<file path="config.mk">
export PLATFORM = sky130hd
export DESIGN_NAME = multiplier_iter
export DESIGN_NICKNAME = d
export VERILOG_FILES = /design/src/rtl/multiplier_iter.sv
export SDC_FILE = /design/constraint.sdc
export NUM_CORES = 1
export LEC_CHECK = 0
export ABC_AREA = 1
export CORE_UTILIZATION = 50
export CTS_BUF_LIST = sky130_fd_sc_hd__clkbuf_4
export CTS_CLUSTER_SIZE = 8
export DETAILED_ROUTE_END_ITERATION = 12
export PLACE_DENSITY = 0.7
export SLEW_MARGIN = 40
export SYNTH_ARGS = -nofsm -noshare
export SYNTH_HDL_FRONTEND = slang
export SYNTH_SLANG_ARGS = --single-unit
export TNS_END_PERCENT = 10
</file>
<file path="constraint.sdc">
create_clock -name clk -period 7 [get_ports clk]
set_input_delay 2.1 -clock clk [delete_from_list [all_inputs] [get_ports clk]]
set_output_delay 2.1 -clock clk [all_outputs]
set_load 0.02 [all_outputs]
</file>
<file path="src/rtl/multiplier_iter.sv">
// Iterative shift-add multiplier: one multiplier bit per cycle, W cycles per product.
// Signed operands are converted to magnitudes on capture; the sign is reapplied on the final write.
module multiplier_iter #(
   parameter int W = 28
) (
   input  logic             clk,
   input  logic             rst,
   input  logic             in_valid,
   output logic             in_ready,
   input  logic [W-1:0]     a,
   input  logic [W-1:0]     b,
   input  logic             signed_mode,
   output logic             out_valid,
   input  logic             out_ready,
   output logic [2*W-1:0]   product
);

   localparam int CNT_W = $clog2(W + 1);
   localparam logic [CNT_W-1:0] CNT_LAST = CNT_W'(W - 1);
   localparam logic [CNT_W-1:0] CNT_ONE  = CNT_W'(1);
   localparam logic [W-1:0]     ONE_W    = W'(1);
   localparam logic [2*W-1:0]   ONE_2W   = (2*W)'(1);

   typedef enum logic [1:0] {
      IDLE = 2'd0,
      RUN  = 2'd1,
      DONE = 2'd2
   } state_t;

   // |v| as an unsigned W-bit value; the most negative input maps to 2^(W-1).
   function automatic logic [W-1:0] magnitude(input logic signed [W-1:0] v);
      magnitude = v[W-1] ? (~v + ONE_W) : v;
   endfunction

   function automatic logic [2*W-1:0] apply_sign(input logic [2*W-1:0] mag, input logic neg);
      apply_sign = neg ? (~mag + ONE_2W) : mag;
   endfunction

   state_t              state_q, state_d;
   logic                in_ready_q, in_ready_d;
   logic [W-1:0]        mcand_q, mcand_d;
   logic                neg_q, neg_d;
   logic [CNT_W-1:0]    cnt_q, cnt_d;
   logic [2*W-1:0]      acc_q, acc_d;
   logic [2*W-1:0]      product_q, product_d;
   logic [W:0]          sum;
   logic [2*W-1:0]      acc_step;

   // Upper half accumulates partial sums; lower half starts as the multiplier
   // and fills with finished product bits as it shifts right.
   always_comb begin
      sum      = {1'b0, acc_q[2*W-1:W]} + {1'b0, (acc_q[0] ? mcand_q : '0)};
      acc_step = {sum, acc_q[W-1:1]};
   end

   always_comb begin
      state_d   = state_q;
      mcand_d   = mcand_q;
      neg_d     = neg_q;
      cnt_d     = cnt_q;
      acc_d     = acc_q;
      product_d = product_q;

      case (state_q)
         IDLE: begin
            if (in_valid && in_ready_q) begin
               cnt_d   = '0;
               state_d = RUN;
               if (signed_mode) begin
                  mcand_d = magnitude(a);
                  acc_d   = {{W{1'b0}}, magnitude(b)};
                  neg_d   = a[W-1] ^ b[W-1];
               end else begin
                  mcand_d = a;
                  acc_d   = {{W{1'b0}}, b};
                  neg_d   = 1'b0;
               end
            end
         end
         RUN: begin
            acc_d = acc_step;
            cnt_d = cnt_q + CNT_ONE;
            if (cnt_q == CNT_LAST) begin
               product_d = apply_sign(acc_step, neg_q);
               state_d   = DONE;
            end
         end
         DONE: begin
            if (out_ready) begin
               state_d = IDLE;
            end
         end
         default: state_d = IDLE;
      endcase

      // Registered so that in_ready stays low through reset and for the first edge after it.
      in_ready_d = (state_d == IDLE);
   end

   always_ff @(posedge clk or posedge rst) begin
      if (rst) begin
         state_q    <= IDLE;
         in_ready_q <= 1'b0;
         mcand_q    <= '0;
         neg_q      <= 1'b0;
         cnt_q      <= '0;
         acc_q      <= '0;
         product_q  <= '0;
      end else begin
         state_q    <= state_d;
         in_ready_q <= in_ready_d;
         mcand_q    <= mcand_d;
         neg_q      <= neg_d;
         cnt_q      <= cnt_d;
         acc_q      <= acc_d;
         product_q  <= product_d;
      end
   end

   assign in_ready  = in_ready_q;
   assign out_valid = (state_q == DONE);
   assign product   = product_q;

endmodule

</file>
# Word level (Yosys, flattened, before mapping)
# Cells that the tools add are included.
totals:
  reg_bits: 149
  wordCells: 42
  in_bits: 61
  out_inout_bits: 58
op_classes:
  n_eq_ne: 4
  n_bitwise: 4
  addsub: 5
  muxes: 15
  reduce_logical: 7
op_table:
  columns: ["cell", "n"]
  rows:
  - ["2-to-1 mux 28 bit", 5]
  - ["2-to-1 mux 56 bit", 2]
  - ["case mux 56 bit (2 select lines)", 1]
  - ["adder 28 x 1 -> 28 bit (second input constant)", 2]
  - ["adder 56 x 1 -> 56 bit (second input constant)", 1]
  - ["inverter 28 bit", 2]
  - ["inverter 56 bit", 1]
  - ["adder 28 x 28 -> 29 bit", 1]
  - ["case mux 5 bit (2 select lines)", 1]
  - ["2-to-1 mux 2 bit", 3]
  - ["case mux 2 bit (3 select lines)", 1]
  - ["AND reduction 2 bit", 3]
  - ["adder 5 x 1 -> 5 bit (second input constant)", 1]
  - ["== test 5 bit (second input constant)", 1]
  - ["2-to-1 mux 5 bit", 1]
  - ["zero test 2 bit", 2]
  - ["== test 2 x 1 -> 1 bit (second input constant)", 1]
  - ["== test 2 bit (second input constant)", 1]
  - ["!= test 2 bit (second input constant)", 1]
  - ["nonzero test 2 bit", 1]
  - ["logical AND 1 bit", 1]
  - ["2-to-1 mux 1 bit", 1]
  - ["XOR 1 bit", 1]

# Logic depth before layout (Yosys ltp)
# Gate-level depths: netlist (run 1).
logic_depth:
  ltp_word: 6
  ltp_mapped: 26
  depth_no_buf: 24

# Worst setup path before layout (run 1)
# Ideal clock, no wire load.
synth_path:
  kind: "in2reg"
  start: "in b[0]"
  end: "reg acc_q[24]"
  setup_slack_ns: 3.273
  path_buffers: 0
  required_time_ns: 6.861
  arrival_time_ns: 3.589
  setup_time_ns: 0.139
  cell_stages: 10
  cell_sequence: "inv_1 > ha_1 > nand4_1 > nor4_4 > nand3_1 > o21ai_2 > nand2_1 > or2_2 > nand3_1 > o221ai_1"
synth_between:
  elab_chain_cells: 6
synth_lines:
  columns: ["element", "line", "text"]
  rows:
  - ["from (decl)", "11", "input logic [W-1:0] b,"]
  - ["inverter 28 bit", "32", "magnitude = v[W-1] ? (~v + ONE_W) : v;"]
  - ["adder 28 x 1 -> 28 bit", "32", null]
  - ["2-to-1 mux 28 bit", "32", null]
  - ["2-to-1 mux 28 bit", "69", "if (signed_mode) begin"]
  - ["2-to-1 mux 56 bit", "66", "if (in_valid && in_ready_q) begin"]
  - ["case mux 56 bit (2 select lines)", "64", "case (state_q)"]
  - ["to (signal assigned)", "107", "acc_q <= '0;"]
  - ["to (signal assigned)", "115", "acc_q <= acc_d;"]
  - ["to (decl)", "44", "logic [2*W-1:0] acc_q, acc_d;"]
# No other way between the ends. The select of a mux whose other input is x is not followed.
# A chain may end at the register's enable or synchronous reset.

# Worst setup path after layout (run 1)
layout_path:
  start: "in in_valid"
  end: "reg acc_q[25]"
layout_between:
  elab_chain_cells: 3
layout_lines:
  columns: ["element", "line", "text"]
  rows:
  - ["from (decl)", "8", "input logic in_valid,"]
  - ["logical AND 1 bit", "66", null]
  - ["!= test 2 bit (no line)", null, null]
  - ["AND reduction 2 bit (no line)", null, null]
# No other way between the ends.

==> metrics.md, run 1 <==
| Metric | Value |
|---|---|
| Outcome | completed |
| Cells after Synth | 1643 |
| Fill cells | 2049 |
| Pin count of the biggest net entering global routing | 116 |
| Largest family of logic cells by synthesized area | simple AND/OR/NAND/NOR gates |
| CTS Buf Count | 17 |
| Mux contribution to synthesized area | 0% |
| Die Ht | 150 um |
| Placed cell count | 1999 |
| CP Data Required Time | 7.50 ns |
| Clock Latency Late Sink | 0.60 ns |
| Synth top area share | 33.9% |
| Final Core Density | 59.7% |
| Total grt overflow | 0 |
| Setup Fix Bufs, Post-CTS | 0 |
| Setup tns final | 0 ns |
| Ys async rst share | 100% |
| WL final | 31800 um |
| Io pins | 119 |
| WP data arrival | 4.68 ns |
| Most used DFF post-synth | dfrtp_1 |
| FF+latch count, synth | 149 |
| Ys Warns | 0 |
| Worst min-delay path class | flip-flop to flip-flop |
| Antenna violations before repair | 1 |
| Clock transition at the registers of the reported paths | 0.17 ns |
| Initial Utilization | 51.6% |
| Synth Area in Simple Gates | 36.0% |
| CTS tree | yes |
| Clock tree buffer depth | 2 |
| Setup slack at placement | 2.23 ns |
| Unique masters post-synth | 45 |
| Cts hold-fix bufs | 0 |
| Layout cells sized above 1 | 7.29% |
| Synth Area in Adders | 3.83% |
| CTS Root Cell | clkbuf_4 |
| Kind of critical path | primary input to flip-flop |
| Largest area contributor in the netlist | dfrtp_1 |
| Via density | 5.29 |
| Fmax | 239 MHz |
| Routed length per instance | 15.6 um |
| Relative slew margins | 47.5% |
| Startpoint Class | primary input |
| Number of buffers added on ports | 118 |
| Syn_nets | 1737 |
| Vias in the first global route | 10100 |
| Synth Area per Inst | 6.68 um2 |
| Crit path max fanout | 75 |
| DP HPWL | 24200 um |
| Core ar. | 21300 um2 |
| Standard-cell rows | 53 |
| Worst vdd ir | 0.000210 V |
| Synth Area in XOR/XNOR | 6.46% |
| Chip Width | 150 um |
| Final Max Slew Viols | 0 |
| Netlist Area Pre-Place | 11000 um2 |
| Area Growth Syn to Fin | 15.8% |
| CP Capture Type | flip-flop |
| Slew @ Worst Pin | 0.786 ns |
| Unrepaired setup endpoints after global routing | false |
| Final Non-Filler Cells | 2032 |
| Compound-Gate Fraction of Synth Area | 10.4% |
| Starting DRT DRC Count | 824 |
| Via Count | 10800 |
| Commonest cells post-synth | 552 x nand2_1, 216 x inv_1, 149 x dfrtp_1 |
| Final worst path period need | 4.18 ns |
| CTS sink count | 149 |
| 1st-pass router iterations | 6 |
| Die area | 22600 um2 |
| # resized after CTS | 0 |
| Seq/Total Area, Yosys | 33.9% |
| Most area-consuming cells after synthesis | dfrtp_1 34%, nand2_1 19%, inv_1 7.4%, xor2_1 5.6%, o21ai_0 5.1% |
| Final Skew | 0.0377 ns |
| Residual DRC | 0 |
| Pleak | 6.45 nW |
| P per Cell Area | 436 nW/um2 |
| Most frequent cell after synthesis | nand2_1 |
| Final net count | 1837 |
| First-pass GRT wire length | 51400 um |
| Post-DRT Antenna Nets | 0 |
| Final period util | 59.7% |
| H-tree levels | 4 |
| Max-cap violations | 0 |
| Setup-failing EPs final | 0 |
| Cell area after layout | 12700 um2 |
| Final hold vios | 0 |
| EDFF count, synth | 0 |
| Final setup margin | 2.82 ns |
| GP Congestion | 0.893 |
| Total track usage | 29.5% |
| Area post-placement | 12400 um2 |
==> layout by cell type, fill, tap and decap left out, types with 5 or more instances in the layout <==
cell | Yosys | layout
nand2_2 | 20 | 21
inv_8 | 0 | 5
inv_2 | 9 | 9
o31ai_1 | 5 | 5
nand3_1 | 96 | 96
nand4_1 | 23 | 23
xor2_1 | 70 | 70
clkinv_8 | 0 | 5
nand3b_1 | 5 | 5
o221ai_1 | 22 | 22
nor3_1 | 12 | 12
xnor2_1 | 11 | 11
inv_1 | 216 | 214
or2_2 | 7 | 7
nand3_2 | 9 | 9
buf_4 | 0 | 7
nor2_4 | 5 | 6
nor2_2 | 20 | 20
nor2_1 | 138 | 137
ha_1 | 32 | 32
o21ai_0 | 111 | 111
nor4_1 | 5 | 5
a31oi_1 | 8 | 8
dfrtp_1 | 149 | 148
a21oi_1 | 33 | 33
clkbuf_4 | 0 | 17
clkdlybuf4s50_1 | 0 | 118
nand2_1 | 552 | 551
==> final cells by class <==
| class | instances | area (um2) | share of cell area (%) |
|---|---|---|---|
| antenna | 1 | 2.50 | 0.0197 |
| clock buffer | 17 | 128 | 1.00 |
| clock inverter | 15 | 171 | 1.35 |
| inverter | 229 | 875 | 6.88 |
| multi-input combinational | 1221 | 6230 | 49.0 |
| sequential | 149 | 3730 | 29.3 |
| tap | 275 | 344 | 2.71 |
| timing repair buffer | 125 | 1230 | 9.70 |
==> through the flow <==
step           total power, mW  hold WS (ns)
5_1_grt                   6.01         0.529
6_report                  5.55         0.500
3_5_place_dp              4.94         0.465
4_1_cts                   5.52         0.506
2_1_floorplan             3.85         0.449
3_3_place_gp              4.89         0.464
==> worst paths after layout <==
| check | start | endpoint | slack, ns | depth (start not counted) |
|---|---|---|---|---|
| setup / recovery | in_valid | acc_q[25]$_DFFE_PP0P_ | 2.82 | 8 |
| hold / removal | product[55]$_DFFE_PP0P_ | product[55]$_DFFE_PP0P_ | 0.50 | 2 |
| setup reg to reg | acc_q[0]$_DFFE_PP0P_ | product[45]$_DFFE_PP0P_ | 3.32 | 20 |
| hold reg to reg | product[55]$_DFFE_PP0P_ | product[55]$_DFFE_PP0P_ | 0.50 | 2 |
| max in group asynchronous | rst | mcand_q[6]$_DFFE_PP0P_ | 4.12 | 3 |
| min in group asynchronous | rst | cnt_q[3]$_DFFE_PP0P_ | 1.99 | 2 |
==> report_power, final <==
group / internal, mW / switching [mW]
registers: 1.22 / 0.299
clock network: 0.167 / 0.412
logic: 1.16 / 2.29
==> per-layer routing <==
| metal | track usage [%] | up-vias | wire [um] |
|---|---|---|---|
| met3 | 4.00 | 50 | 1950 |
| li1 | - | 5402 | - |
| met4 | 9.09 | 0 | 728 |
| met1 | 42.1 | 4943 | 14900 |
| met5 | 0 | - | 0 |
| met2 | 46.1 | 361 | 14200 |
==> cell families (layout without fill, tap and decap cells) <==
logic type / after synthesis / after routing
AOI/OAI and AO/OA: 198 / 198
xor gates and xnor gates: 81 / 81
adders and majority gates: 33 / 33
buffers and inverters: 273 / 386
DFF: 149 / 149
other: 0 / 1
and+or+nand+nor: 909 / 909
==> critical path, stage by stage <==
cell and delay, ns:
clkdlybuf4s50_1 0.40, nand4_1 0.09, buf_4 0.58, inv_1 0.48, nor2_4 0.19, buf_4 0.54
nand2_1 0.12, o211ai_1 0.13
==> flip-flops by register name (all words and copies together), names as in the netlist <==
name / cells
acc_q: 56
cnt_q: 5
in_ready: 1
mcand_q: 28
neg_q: 1
product: 56
state_q: 2
Power figures use the tool's default switching activity.
==> run 2, diff against run 1 <==
Clock period 7 ns to 4.3 ns, I/O delays scaled along.
==> run 2 against run 1 <==
  * Flip-flop and latch count unchanged
  * Largest cell class unchanged
  * Via count decreased by 1.0%
  * First-iteration DRC count shrank 3.9%
  * Hold slack got worse by 0.0085 ns
  * Critical path type is now flip-flop to flip-flop
  * Final area increased by 0.53%
  * Largest power group unchanged
==> metrics.md, run 2 (synthesized netlist as in run 1, its figures left out) <==
| Metric | Value |
|---|---|
| # resized after CTS | 0 (unchanged) |
| Die Ht | 150 um (unchanged) |
| Most frequent cells in the layout | 551 x nand2_1, 213 x inv_1, 149 x dfrtp_1 |
| Max-cap violations | 0 (unchanged) |
| Met2 usage | 46.3% (+0.21 points) |
| Clk network pwr share | 10.4% (about the same) |
| Cell area after layout | 12800 um2 (+0.53%) |
| Kind of critical path | flip-flop to flip-flop |
| First-pass GRT wire length | 51800 um (+0.85%) |
| Cts hold-fix bufs | 0 (unchanged) |
| Routed length per instance | 15.5 um (-0.55%) |
| Most used cell, CP | nand2_1 |
| CTS Root Cell | clkbuf_4 |
| Pleak | 6.49 nW (+0.57%) |
| Overall power | 9.00 mW (+62%) |
| Internal power | 4.26 mW (+67%) |
| Final Non-Filler Cells | 2039 (+0.34%) |
| Relative slew margins | 44.3% (-3.2 points) |
| Area Growth Syn to Fin | 16.4% |
| Sw power | 4.74 mW (+58%) |
| Startpoint Class | flip-flop |
| Io pins | 119 (unchanged) |
| Antenna violations before repair | 1 (unchanged) |
| H-tree levels | 4 (unchanged) |
| Crit path max fanout | 27 (-64%) |
| Setup slack at placement | 0.775 ns (-1.46 ns) |
| Family with the most delay on the worst path | simple AND/OR/NAND/NOR gates |
| CP Capture Type | flip-flop |
| Final Core Density | 60.1% (+0.32 points) |
| Placed cell count | 2005 (+0.30%) |
| Slew @ Worst Pin | 0.830 ns (+0.0436 ns) |
| Layout cells sized above 1 | 7.49% (+0.20 points) |
| Sw frac | 52.7% (-1.4 points) |
| Most used routing layer | met2 |
| Standard-cell rows | 53 (unchanged) |
| Critical path buffers and inverters | 3 (-1) |
| CP Data Required Time | 4.74 ns (-2.76 ns) |
| Via Count | 10600 (-1.0%) |
| Die area | 22600 um2 (unchanged) |
| Setup-failing EPs final | 0 (unchanged) |
| Clock transition at the registers of the reported paths | 0.14 ns (-0.03 ns) |
| Critical-path cell list | buf_4, nand2_1, fa_1, inv_1, nand2_1, nand2_1, nand2_1, inv_1, nand2_1, nand2_1, nand3_1, nor2_1, nand3_1, nor2_2, nand3_1, nand2_1, xor2_1, o21ai_1 |
| DP HPWL | 24200 um (+0.21%) |
| CTS tree | yes |
| Final period util | 75.0% |
| Flop2flop setup slack | 1.07 ns (-2.25 ns) |
| Worst vdd ir | 0.000281 V (+34%) |
| P per Cell Area | 704 nW/um2 (+61%) |
| Post-DRT Antenna Nets | 0 (unchanged) |
| Crit path max-delay cell type | dfrtp_1 |
| Core ar. | 21300 um2 (unchanged) |
| Hold Slack | 0.492 ns (-0.00852 ns) |
| Setup tns final | 0 ns (unchanged) |
| Total track usage | 29.6% (+0.086 points) |
| Outcome | completed |
| CTS sink count | 149 (unchanged) |
| Logic pwr share | 62.5% (+0.2 points) |
| GP Congestion | 0.947 (+6.0%) |
| Final Max Slew Viols | 0 (unchanged) |
| Worst min-delay path class | flip-flop to flip-flop |
| Area of the multi-input gates | 6230 um2 (unchanged) |
| Fmax | 310 MHz |
| Unrepaired setup endpoints after global routing | false |
| Via density | 5.22 (-1.4%) |
| Clock Latency Late Sink | 0.58 ns (-0.02 ns) |
| Chip Width | 150 um (unchanged) |
| Clock tree buffer depth | 2 (unchanged) |
| Initial Utilization | 51.6% (unchanged) |
| Final setup margin | 1.07 ns (-1.75 ns) |
| Final Skew | 0.0279 ns (-0.00985 ns) |
| Final net count | 1844 (+0.38%) |
| Fill cells | 2046 (-0.15%) |
| Area post-placement | 12500 um2 (+0.43%) |
| Final worst path period need | 3.23 ns |
| Pin count of the biggest net entering global routing | 150 (+29%) |
| Vias in the first global route | 10100 (+0.35%) |
| GR Layer Usage met1 | 42.0% (-0.17 points) |
| Crit-path max cell delay | 0.46 ns (-0.12 ns) |
| Most common cell after layout, fill and taps aside | nand2_1 |
| Met3 usage | 4.64% (+0.64 points) |
| Starting DRT DRC Count | 792 (-3.9%) |
| CTS Buf Count | 17 (unchanged) |
| Number of buffers added on ports | 118 (unchanged) |
| 1st-pass router iterations | 7 (+1) |
| Total grt overflow | 0 (unchanged) |
| Seq pwr share | 27.1% (-0.2 points) |
| WL final | 31700 um (-0.20%) |
| Setup Fix Bufs, Post-CTS | 0 (unchanged) |
| Final hold vios | 0 (unchanged) |
| Residual DRC | 0 (unchanged) |
| WP data arrival | 3.67 ns (-1.01 ns) |
| Register area | 3730 um2 (about the same) |
## run 2: cell types whose count changed in the layout (fill, tap and decap cells not counted), sizes merged
cell,previous run,this run
buf,7,14
inv,232,228
bufinv,0,2
clkbuf,17,19
clkinv,10,8
clkinvlp,2,4
## run 2: final cells by class
type	count	area share, %
well taps	275	2.69
clock inverters	13	1.14
repair buffers	132	10.3
inverters	229	6.77
multi-input cells	1221	48.8
diodes	1	0.0196
flip-flops and latches	149	29.2
clock buffers	19	1.12
## run 2: worst paths after layout
| path | from | end | depth (start not counted) |
|---|---|---|---|
| worst min register to register | product[54]$_DFFE_PP0P_ | product[54]$_DFFE_PP0P_ | 2 |
| worst max-delay path | acc_q[0]$_DFFE_PP0P_ | product[45]$_DFFE_PP0P_ | 18 |
| worst min-delay path | product[54]$_DFFE_PP0P_ | product[54]$_DFFE_PP0P_ | 2 |
| max in group asynchronous | rst | acc_q[46]$_DFFE_PP0P_ | 4 |
| worst max register to register | acc_q[0]$_DFFE_PP0P_ | product[45]$_DFFE_PP0P_ | 18 |
| min in group asynchronous | rst | acc_q[39]$_DFFE_PP0P_ | 3 |
## run 2: worst reg2reg max path: cells and delay by family (launching register included)
| kind | cells | cell delay [ns] |
|---|---|---|
| simple gates | 12 | 1.45 |
| compound gates | 1 | 0.07 |
| flops | 1 | 0.46 |
| xor+xnor | 1 | 0.21 |
| fa+ha+maj | 1 | 0.43 |
| buf+inv | 3 | 0.49 |
## run 2: power by group through the flow
stage                     Clock [mW]  Combinational [mW]  Sequential, mW
final                          0.936                5.63            2.43
after floorplan                    0                3.73            2.54
after CTS                      0.955                5.62            2.43
after detailed placement           0                5.60            2.46
after global routing            1.01                6.32            2.50
after global placement             0                5.51            2.44
## run 2: layer usage
layer,share of wire (%),routed length [um],vias to the layer above
met4,2.5,784,0
met2,45,14100,295
li1,-,-,5429
met1,48,15200,4879
met3,5.2,1640,43
met5,0,0,-
